<file path="config.mk">
export PLATFORM = sky130hd
export DESIGN_NAME = latch_output_monitor
export DESIGN_NICKNAME = d
export VERILOG_FILES = /design/src/rtl/latch_output_monitor.sv
export SDC_FILE = /design/constraint.sdc
export NUM_CORES = 1
export LEC_CHECK = 0
export ABC_AREA = 1
export BUFFER_PORTS_ARGS = -buffer_cell sky130_fd_sc_hd__buf_4
export CAP_MARGIN = 20
export CORE_UTILIZATION = 39
export CTS_CLUSTER_SIZE = 20
export DETAILED_ROUTE_END_ITERATION = 16
export SKIP_LAST_GASP = 1
export SYNTH_ARGS = -nofsm -noshare
export SYNTH_HDL_FRONTEND = slang
export SYNTH_SLANG_ARGS = --single-unit
</file>
<file path="constraint.sdc">
create_clock -name clk_in -period 1.6 [get_ports clk_in]
set_clock_uncertainty 0.1 [all_clocks]
set_input_delay 0.32 -clock clk_in [delete_from_list [all_inputs] [get_ports clk_in]]
set_output_delay 0.32 -clock clk_in [all_outputs]
set_load 0.01 [all_outputs]
</file>
<file path="src/rtl/latch_output_monitor.sv">
// Synchronizes the asynchronous latch output into the clk_in domain, optionally filters short pulses,
// and reports rise/fall strobes plus a saturating transition count. Optional filter: `define GLITCH_FILTER_EN.
module latch_output_monitor #(
   parameter int SYNC_STAGES   = 2,
   parameter int FILTER_CYCLES = 4,
   parameter int CNT_WIDTH     = 8
) (
   input  logic                 clk_in,
   input  logic                 rst_in,
   input  logic                 q_in,
   input  logic                 clear_in,
   output logic                 q_sync_out,
   output logic                 rise_out,
   output logic                 fall_out,
   output logic [CNT_WIDTH-1:0] count_out,
   output logic                 sat_out
);

   // Reject illegal configurations at elaboration time.
   if (SYNC_STAGES < 2 || FILTER_CYCLES < 1) begin : g_bad_params
      $error("latch_output_monitor: SYNC_STAGES must be >= 2 and FILTER_CYCLES >= 1");
   end

   logic [SYNC_STAGES-1:0] sync_chain;
   logic                   s_level;
   logic                   q_next;
   logic                   prev_level;
   logic                   transition;

   assign s_level = sync_chain[SYNC_STAGES-1];

   always_ff @(posedge clk_in) begin
      if (rst_in) begin
         sync_chain <= '0;
      end else begin
         sync_chain <= {sync_chain[SYNC_STAGES-2:0], q_in};
      end
   end

`ifdef GLITCH_FILTER_EN
   // fcnt counts consecutive edges of disagreement; the new level is taken on the FILTER_CYCLES-th one.
   localparam int FW = (FILTER_CYCLES > 1) ? $clog2(FILTER_CYCLES) : 1;

   logic [FW-1:0] fcnt;
   logic [FW-1:0] fcnt_next;

   always_comb begin
      q_next    = q_sync_out;
      fcnt_next = '0;
      if (s_level != q_sync_out) begin
         if (fcnt == FW'(FILTER_CYCLES - 1)) begin
            q_next = s_level;
         end else begin
            fcnt_next = fcnt + FW'(1);
         end
      end
   end

   always_ff @(posedge clk_in) begin
      if (rst_in) begin
         fcnt <= '0;
      end else begin
         fcnt <= fcnt_next;
      end
   end
`else
   assign q_next = s_level;
`endif

   assign transition = (q_next != q_sync_out);

   always_ff @(posedge clk_in) begin
      if (rst_in) begin
         q_sync_out <= 1'b0;
         prev_level <= 1'b0;
      end else begin
         q_sync_out <= q_next;
         prev_level <= q_sync_out;
      end
   end

   // Clear beats a simultaneous transition; the level and strobe still update.
   always_ff @(posedge clk_in) begin
      if (rst_in) begin
         count_out <= '0;
      end else if (clear_in) begin
         count_out <= '0;
      end else if (transition && !sat_out) begin
         count_out <= count_out + CNT_WIDTH'(1);
      end
   end

   assign sat_out  = &count_out;
   assign rise_out = q_sync_out & ~prev_level & ~rst_in;
   assign fall_out = ~q_sync_out & prev_level & ~rst_in;

endmodule

</file>
# After elaboration in Yosys (flattened, before gate mapping)
# Index checks and enable logic that the tools add are counted.
[classes]
n_addsub = 1
n_mul = 0
n_div = 0
order_cmp = 0
eq_ne = 1
n_shift = 0
n_mux = 0
n_bitwise = 7
reduce_logical = 4
[op_table]
columns = ["op", "n"]
rows = [
  ["8-bit by 1-bit adder with 8-bit output, second input constant", 1],
  ["8-bit AND reduction", 1],
  ["1-bit bitwise AND", 4],
  ["1-bit inverter", 3],
  ["2-bit OR reduction", 1],
  ["1-bit logical AND", 1],
  ["1-bit zero test", 1],
  ["1-bit inequality test", 1],
]
[totals]
ff_bits = 12
latch_bits = 0
mem_bits_rw = 0
rom_bits = 0
in_bits = 4
out_inout_bits = 12
wordCells = 17
n_memories = 0

# Depth between registers and ports, before layout
[logic_depth]
ltp_word = 3
ltp_mapped = 9
depth_no_buf = 9

# Least setup slack after synthesis
# OpenSTA, ideal clock, no wires.
[synth_timing]
path_kind = "register to output"
from = "reg count_out[0]"
to = "out sat_out"
t_arrival_ps = 1005
t_required_ps = 1180
slack_ps = 175
path_stages_with_launch = 6
path_buffers = 0
path_cell_list = "dfxtp_1 > ha_1 > nand2_2 > nor2_4 > nand2_4 > inv_2"
[synth_between]
elab_chain_cells = 1
[synth_rtl]
columns = ["element", "line", "rtl"]
rows = [
  ["start, declared", "15", "output logic [CNT_WIDTH-1:0] count_out,"],
  ["start signal, assigned", "89", "count_out <= count_out + CNT_WIDTH'(1);"],
  ["8-bit AND reduction", "93", "assign sat_out = &count_out;"],
  ["end, declared", "16", "output logic sat_out"],
]
# No other way between the ends.

# Worst setup path in the final report
# Ends and elaborated chain as after synthesis.

==> results.md <==
* Status: completed
* Area Overhead vs Synth at 39.1%
* Row count at 13
* Grt ovf at 0
* Routed WL per cell at about 10 um
* Nets at about 120
* Yosys top cell by area: dfxtp_1
* Routed Antenna Nets at 0
* Worst Path Required at roughly 1.2 ns
* Final hold violations at 0
* Total GRT Usage at between 10% and 20%
* Final period util at roughly 100%
* Placed Area at around 750 um2
* Number of global-route vias before repair at roughly 500
* Post-synthesis register bit count at 12
* Total CTS buffers at 3
* Seq/Total Area, Yosys at between 30% and 40%
* Die extent in y at 41.6 um
* Cell mode on critical path: nand2_4
* CTS max path bufs at 2
* Power Dens Cells at 699 mW/mm2
* Worst-case reg-to-reg path depth at 6
* Fmax at about 0.64 GHz
* Max-cap viol count at 0
* First-pass GRT wire length at about 2000 um
* IO buf count at 15
* Critical Path Sink Type: primary output
* DRC at 0
* CP max-delay cell: dfxtp_2
* DR vias at 585
* Die area at ~0.0017 mm2
* Initial Util at roughly 44%
* Final Hold Slack at ~0.15 ns
* Synth warn at 0
* Ant diodes at 0
* WP buf/inv at 2
* PnR worst setup slack at approximately 0.042 ns
* Worst-path clk slew at 0.08 ns
* Hold path cells at 3
* Levels on crit path at 6
* Number of setup violations in the final report at 0
* Post-DP HPWL at between 800 and 900 um
* Max-slew violations at 0
* I/O Pins at 16
* CP Data Arrival Time at between 1 and 1.5 ns
* RSZ-0062 raised after global routing: true
* Clk sinks at 12
* GPL Wtd Cong at between 0.7 and 0.8
* Final Cell Area at around 850 um2
* Core area at 0.00138 mm2
* Vias per cell at about 4.7
* Tightest Pin Transition at approximately 0.21 ns
* 1st-pass router iterations at 4
* TritonCTS clock tree: built
* P_leak at 0.414 nW
* Crit path largest cell delay at between 0.3 and 0.4 ns
* Share of layout cells above drive strength 1 at a little under two fifths
* Crit path launch type: flip-flop
* Ranking of synthesized cells by area: dfxtp_1 39%, nor2_1 13%, nand2_1 11%, nand2_2 5.1%, inv_1 4.3%
* Syn_area_per_cell at just over 7 um2
* Final min period at 1.56 ns
* Worst-case vdd ir drop at ~0.3 mV
* DR iter-0 viols at 13
* Initial antenna violation count at 0
* CP delay by family, top: flip-flops
* Rel. slew slack at between 80% and 90%
* Cell chosen for the clock root: clkbuf_4
* Crit path kind: flip-flop to primary output
* DP Worst Slack at just over 0.09 ns
* Clock latency on the worst-skew pair at 0.26 ns
* Pin count of the biggest net entering global routing at 9
* Final wirelength at roughly 1300 um
* Worst-path fanout max at 2
* CTS H-tree depth at 1
* Synthesized net count at 90
* Final Util at between 60 and 70%
* HP Class: input pin to flip-flop
* Critical Path, Cell by Cell: ha_4 > nand2_4 > nor2_4 > nand2_4 > inv_4 > buf_6
* Die width at around 42 um
* Post-synthesis instance area at 611 um2
* Post-Syn Instances at between 80 and 90
* Synth top area share at between 30 and 40%
* Synth cell types at 19
* Reg2reg setup slack at 0.23 ns
Yosys cell counts:
| cell | instances |
|---|---|
| nor2_1 | 21 |
| nand2_1 | 18 |
| dfxtp_1 | 12 |
| inv_1 | 7 |
| nand2_2 | 5 |
| inv_2 | 3 |
| nand2_4 | 2 |
| nand3b_1 | 2 |
| nand4_1 | 2 |
| nor2_4 | 2 |
| nor3_1 | 2 |
| o21ai_1 | 2 |
| a31oi_1 | 1 |
| ha_1 | 1 |
| nand3_1 | 1 |
| nor2_2 | 1 |
| nor2_8 | 1 |
| o21ai_0 | 1 |
| o21bai_1 | 1 |
power breakdown:
| group | leakage, nW | switching (W) | internal, W | total [W] |
|---|---|---|---|---|
| registers | 0.0983 | 0.00000353 | 0.000304 | 0.000307 |
| logic | 0.295 | 0.0000278 | 0.0000209 | 0.0000486 |
| clock network | 0.0210 | 0.000100 | 0.000138 | 0.000238 |
kinds of logic after synthesis:
group	share of synthesized area, %
simple gates	47.7
flops	39.3
buf+inv	6.15
compound gates	4.71
fa+ha+maj	2.05
state kept, by name, summed over array words and instances, names as in the netlist:
signal and cells:
count_out 8, prev_level 1, q_sync_out 1, sync_chain 2
area by class of cell:
type	count	area (um2)
repair buffers	21	161
flip-flops and latches	12	243
multi-input cells	63	350
inverters	10	40.0
clock buffers	4	36.3
fillers	136	533
well taps	15	18.8
per-layer routing:
layer / share of wire (%) / vias up / global-route usage, %
met4: 0 / 0 / 5.81
met2: 44 / 18 / 24.1
met1: 51 / 252 / 19.6
met5: 0 / - / 0
met3: 5.1 / 0 / 3.91
li1: - / 315 / -
worst register-to-register path, delay by kind of cell (launching register included):
family | cells | cell delay [ns]
and+or+nand+nor | 4 | 0.49
DFF | 1 | 0.36
adders and majority gates | 1 | 0.16
buffers and inverters | 1 | 0.16
stage by stage:
stage               total power, W  std cells  TNS, ns
global placement          0.000360        116        0
finish                    0.000594        125        0
detailed placement        0.000360        116        0
floorplan                 0.000339         85        0
CTS                       0.000606        125        0
global route              0.000623        125  -0.0165
final timing paths:
kind                       from             to
hold / removal             q_in  sync_chain[0]
setup / recovery   count_out[0]        sat_out
setup reg to reg   count_out[0]   count_out[6]
hold reg to reg   sync_chain[0]  sync_chain[1]
cells in the final DEF, fill, tap and decap left out:
master and n:
nand3b_1 2, o21ai_1 2, nand4_1 2, dfxtp_2 2, ha_4 1, o21ai_0 1
nand2_2 4, buf_6 1, nor2_1 21, nand3_1 1, nor2_2 1, clkbuf_4 3
clkbuf_8 1, nor3_1 2, inv_4 1, nor2_4 2, a31oi_1 1, nor2_8 1
buf_4 20, nand2_4 3, o21bai_1 1, inv_1 7, inv_2 2, dfxtp_1 10
nand2_1 18
what timing repair did:
item,in CTS,in global routing
setup buffers,5,0
hold buffers,0,0
setup endpoints to repair,1,1
resized for setup,7,0
pin swaps,3,2
cloned,0,0
Note: power is estimated with default switching activity, not from simulation.
